**src/rtl/eth_pcs_block_lock.sv**
```systemverilog
// 64b/66b RX block lock: pulses o_slip to the gearbox until SH_CNT_MAX good sync headers arrive in a row.
// Payload/header outputs are registered with one enabled-cycle latency; no backpressure, i_clk_en gates all state.
module eth_pcs_block_lock #(
  parameter int W_DATA       = 32,
  parameter int SH_CNT_MAX   = 64,
  parameter int SH_INVLD_MAX = 16,
  parameter int SLIP_WAIT    = 4
) (
  input  logic              i_clk,
  input  logic              i_reset,
  input  logic              i_clk_en,
  input  logic [1:0]        i_hdr,
  input  logic              i_hdr_valid,
  input  logic [W_DATA-1:0] i_data,
  output logic [W_DATA-1:0] o_pld_data,
  output logic [1:0]        o_hdr,
  output logic              o_hdr_valid,
  output logic              o_block_lock,
  output logic              o_slip,
  output logic              o_hdr_err
);

  localparam int CNT_W  = $clog2(SH_CNT_MAX + 1);
  localparam int INV_W  = $clog2(SH_INVLD_MAX + 1);
  localparam int WAIT_W = $clog2(SLIP_WAIT + 1);

  typedef enum logic [1:0] {
    ST_RESET_CNT,
    ST_TEST_SH,
    ST_SLIP,
    ST_SLIP_WAIT
  } state_t;

  state_t             state, state_nxt;
  logic [CNT_W-1:0]   sh_cnt, sh_cnt_nxt, sh_cnt_inc;
  logic [INV_W-1:0]   inv_cnt, inv_cnt_nxt, inv_cnt_inc;
  logic [WAIT_W-1:0]  wait_cnt, wait_cnt_nxt;
  logic               lock_nxt;
  logic               slip_nxt;
  logic               hdr_err_nxt;
  logic               hdr_ok;

  // Exactly one of the two header bits set marks a legal sync header.
  assign hdr_ok      = i_hdr[1] ^ i_hdr[0];
  assign sh_cnt_inc  = sh_cnt + CNT_W'(1);
  assign inv_cnt_inc = inv_cnt + INV_W'(1);

  always_comb begin
    state_nxt    = state;
    sh_cnt_nxt   = sh_cnt;
    inv_cnt_nxt  = inv_cnt;
    wait_cnt_nxt = wait_cnt;
    lock_nxt     = o_block_lock;
    slip_nxt     = 1'b0;
    hdr_err_nxt  = o_hdr_err;

    if (i_clk_en) begin
      hdr_err_nxt = o_block_lock & i_hdr_valid & ~hdr_ok;

      case (state)
        ST_RESET_CNT: begin
          sh_cnt_nxt  = '0;
          inv_cnt_nxt = '0;
          state_nxt   = ST_TEST_SH;
        end

        ST_TEST_SH: begin
          if (i_hdr_valid) begin
            sh_cnt_nxt = sh_cnt_inc;
            if (!hdr_ok) inv_cnt_nxt = inv_cnt_inc;

            if (!o_block_lock) begin
              if (!hdr_ok) begin
                state_nxt = ST_SLIP;
              end else if (sh_cnt_inc == CNT_W'(SH_CNT_MAX)) begin
                lock_nxt  = 1'b1;
                state_nxt = ST_RESET_CNT;
              end
            end else begin
              // Lock loss is checked first so it wins over a coincident window end.
              if (!hdr_ok && (inv_cnt_inc == INV_W'(SH_INVLD_MAX))) begin
                lock_nxt  = 1'b0;
                state_nxt = ST_SLIP;
              end else if (sh_cnt_inc == CNT_W'(SH_CNT_MAX)) begin
                state_nxt = ST_RESET_CNT;
              end
            end
          end
        end

        ST_SLIP: begin
          slip_nxt     = 1'b1;
          sh_cnt_nxt   = '0;
          inv_cnt_nxt  = '0;
          wait_cnt_nxt = WAIT_W'(SLIP_WAIT);
          state_nxt    = ST_SLIP_WAIT;
        end

        ST_SLIP_WAIT: begin
          // Headers here come from a realigning gearbox and are not judged.
          if (wait_cnt == '0) begin
            state_nxt = ST_RESET_CNT;
          end else if (i_hdr_valid) begin
            wait_cnt_nxt = wait_cnt - WAIT_W'(1);
            if (wait_cnt == WAIT_W'(1)) state_nxt = ST_RESET_CNT;
          end
        end

        default: begin
          state_nxt = ST_RESET_CNT;
        end
      endcase
    end
  end

  always_ff @(posedge i_clk or negedge i_reset) begin
    if (!i_reset) begin
      state        <= ST_RESET_CNT;
      sh_cnt       <= '0;
      inv_cnt      <= '0;
      wait_cnt     <= '0;
      o_block_lock <= 1'b0;
      o_slip       <= 1'b0;
      o_hdr_err    <= 1'b0;
    end else begin
      state        <= state_nxt;
      sh_cnt       <= sh_cnt_nxt;
      inv_cnt      <= inv_cnt_nxt;
      wait_cnt     <= wait_cnt_nxt;
      o_block_lock <= lock_nxt;
      o_slip       <= slip_nxt;
      o_hdr_err    <= hdr_err_nxt;
    end
  end

  always_ff @(posedge i_clk or negedge i_reset) begin
    if (!i_reset) begin
      o_pld_data  <= '0;
      o_hdr       <= '0;
      o_hdr_valid <= 1'b0;
    end else if (i_clk_en) begin
      o_pld_data  <= i_data;
      o_hdr       <= i_hdr;
      o_hdr_valid <= i_hdr_valid;
    end
  end

endmodule

```
**config.mk**
```make
export PLATFORM = sky130hd
export DESIGN_NAME = eth_pcs_block_lock
export DESIGN_NICKNAME = d
export VERILOG_FILES = /design/src/rtl/eth_pcs_block_lock.sv
export SDC_FILE = /design/constraint.sdc
export NUM_CORES = 1
export LEC_CHECK = 0
export ABC_AREA = 1
export CELL_PAD_IN_SITES_DETAIL_PLACEMENT = 1
export CELL_PAD_IN_SITES_GLOBAL_PLACEMENT = 1
export CORE_MARGIN = 1
export CORE_UTILIZATION = 47
export CTS_BUF_LIST = sky130_fd_sc_hd__clkbuf_8
export DETAILED_ROUTE_END_ITERATION = 10
export DONT_BUFFER_PORTS = 1
export PLACE_DENSITY_LB_ADDON = 0.2
export SETUP_SLACK_MARGIN = 0.1
export SLEW_MARGIN = 20
export SYNTH_ARGS = -nofsm -noshare
export SYNTH_HDL_FRONTEND = slang
export SYNTH_SLANG_ARGS = --single-unit
```
**constraint.sdc**
```tcl
create_clock -name i_clk -period 1.8 [get_ports i_clk]
set_clock_uncertainty 0.15 [all_clocks]
set_input_delay 0.09 -clock i_clk [delete_from_list [all_inputs] [get_ports i_clk]]
set_output_delay 0.09 -clock i_clk [all_outputs]
set_load 0.01 [all_outputs]
```
==> results_dict.tcl <==
set metrics [dict create \
    status "finished clean" \
    dr.pass1.iters 4 \
    hold_viol 0 \
    root_buffer "clkbuf_8" \
    cts_tree "built" \
    maxCapViolCount 0 \
    power_density_nw_per_um2 1060 \
    tightest_slew_ps 393 \
    cp_max_fo 4 \
    synth_cell_types 29 \
    dieHeight_um 74.8 \
    grt_pass1_wl_um 13800 \
    critical_path_required_ps 1850 \
    yosysWarningCount 0 \
    slew_headroom 0.738 \
    initial_utilization 0.487 \
    grt_setup_unrepaired "yes" \
    crit_type "reg2reg" \
    num_rows 26 \
    slew_viol_final 0 \
    clock_latency_ps 330 \
    syn_area_per_cell_um2 8.55 \
    dieArea_um2 5590 \
    setup_viol 0 \
    antenna_found_initial 0 \
    worst_setup_path_end_kind "flop" \
    synthesis.area_um2 2490 \
    tns_ps 0 \
    drc_errors 0 \
    cts_buffers 5 \
    avgRoutedWirePerCell_um 22.2 \
    gp_congestion 0.810 \
    syn_inst 291 \
    final.fill_count 576 \
    dr.first_iter.drc_count 183 \
    routed_wl_um 9650 \
    path_clk_slew_ps 120 \
    drtAntennaViolNets 0 \
    io_pins 76 \
    worstPathArrival_ps 1790 \
    clock_sinks 55 \
    critPathLaunchType "flop" \
    port-buffer-count 0 \
    syn-num-nets 335 \
    reg2reg_slack_ps 60 \
    ys_seq_area_frac 0.553 \
    irDropWorstVdd_uv 654 \
    synth_seq_cells 55 \
    final_cells 434 \
    hold_path_class "in2reg" \
    grt_overflow 0 \
    areaGrowthSynthToFinish_pct 39.0 \
    leakage_nw 1.62 \
    die_x_um 74.8 \
    dp_hpwl_um 3820 \
    drive_gt1_frac 0.140 \
    nNetsFinal 407 \
    max_freq_mhz 576 \
    grt_pass1_vias 2650 \
    grt.total_usage 0.346 \
    grt_max_degree 56 \
    h-tree-depth 2 \
    fin_crit_ps 1740 \
    routed_via_density 5.50 \
    vias 2386 \
    fp.coreArea_um2 5110 \
    fin_crit_sh 0.965 \
    place_inst 353 \
    antenna_cells 0 \
    clockBufferDepth 2 \
]
==> cell usage after synthesis (all sizes together) <==
cell type    n  area share
inv         19       0.031
ha           6       0.030
o31ai        3      0.0090
nand4        2      0.0050
o211ai       1      0.0030
nor3         1      0.0065
nor2        15       0.031
nand3       14       0.030
clkbuf       4      0.0060
nand2      139        0.22
xor2         3       0.011
dfrtp       55        0.55
o22ai        2      0.0050
o21ai       17       0.036
a21oi        4      0.0096
buf          5       0.014
a22oi        1      0.0050
==> area by class of cell <==
type / count / area (µm²) / area share
clock buffers: 6 / 82.6 / 0.0239
clock inverters: 2 / 18.8 / 0.00542
inverters: 19 / 76.3 / 0.0221
multi-input cells: 208 / 1060 / 0.306
flip-flops and latches: 55 / 1380 / 0.399
well taps: 70 / 87.6 / 0.0253
repair buffers: 74 / 756 / 0.218
==> per-layer routing <==
layer / up-vias / share of wire / track usage
met5: - / 0 / 0
met4: 0 / 0.061 / 0.210
met3: 46 / 0.050 / 0.0884
met2: 115 / 0.56 / 0.659
met1: 1172 / 0.33 / 0.331
li1: 1053 / - / -
==> what timing repair did <==
item / CTS / global route
hold endpoints to repair: 103 / 0
buffers inserted: 0 / 4
resized for setup: 0 / 24
setup endpoints to repair: 0 / 6
hold buffers: 69 / 0
==> layout by cell type, fill, tap and decap left out <==
cell             n
inv_2            2
dlygate4sd3_1   67
dfrtp_2          4
o31ai_1          3
ha_2             1
inv_8            1
nand3_4          1
dfrtp_1         51
nor2_8           1
nand2_4          1
nor2_1           8
buf_12           1
xor2_1           3
o22ai_1          2
a21oi_2          2
inv_1           15
nand3_2          2
nor2_2           5
a21oi_1          2
nand3_1         11
o211ai_1         1
a22oi_2          1
o21ai_1          4
inv_4            2
nand2_2          9
buf_4            5
nor3_4           1
o21ai_0         11
nor2_4           1
nand2_1        129
clkinvlp_4       1
o21ai_2          2
buf_16           1
ha_1             4
clkbuf_8         6
ha_4             1
nand4_1          2
==> final timing paths <==
check,from,to,cells after the start
worst max-delay path,wait_cnt[0],wait_cnt[2],8
worst min-delay path,i_hdr[0],o_hdr_err,4
worst max register to register,wait_cnt[0],wait_cnt[2],8
worst min register to register,wait_cnt[2],wait_cnt[2],1
max in group asynchronous,i_reset,sh_cnt[0],2
min in group asynchronous,i_reset,sh_cnt[3],2
==> cells by family after synthesis <==
| logic type | Yosys count | share of synthesized area |
|---|---|---|
| fa+ha+maj | 6 | 0.0302 |
| xor+xnor | 3 | 0.0106 |
| buf+inv | 28 | 0.0503 |
| simple gates | 171 | 0.289 |
| compound gates | 28 | 0.0674 |
| flops | 55 | 0.553 |
==> metrics by stage <==
stage	setup WS (ps)	instance area [µm²]	hold slack [ps]	utilization	power, W
floorplan	326	2490	-356	-	0.00228
global placement	208	2530	-355	0.496	0.00240
detailed placement	134	2530	-354	0.496	0.00244
CTS	110	3350	5.79	0.657	0.00336
global route	-82.9	3460	43.7	0.677	0.00385
finish	62.8	3460	42.7	0.677	0.00366
==> where the power goes <==
part	switching, W	internal [W]
logic	0.000656	0.000427
clock network	0.000457	0.000323
registers	0.000321	0.00148
total	0.00143	0.00223
==> sequential cells by signal (all words and copies together) (netlist names), named ones only <==
name and cells:
o_slip 1, o_hdr_err 1, state 1, o_pld_data 32, inv_cnt 5, sh_cnt 7
o_hdr_valid 1, wait_cnt 3, o_block_lock 1, o_hdr 2
==> critical path, cell delays in order, from the launching register on <==
cell,delay [ps]
dfrtp_1,370
inv_1,100
ha_1,260
nand2_2,110
nor2_2,60
nor3_4,280
nand2_2,100
a21oi_2,130
o21ai_1,80
Note: power is estimated with default switching activity, not from simulation.
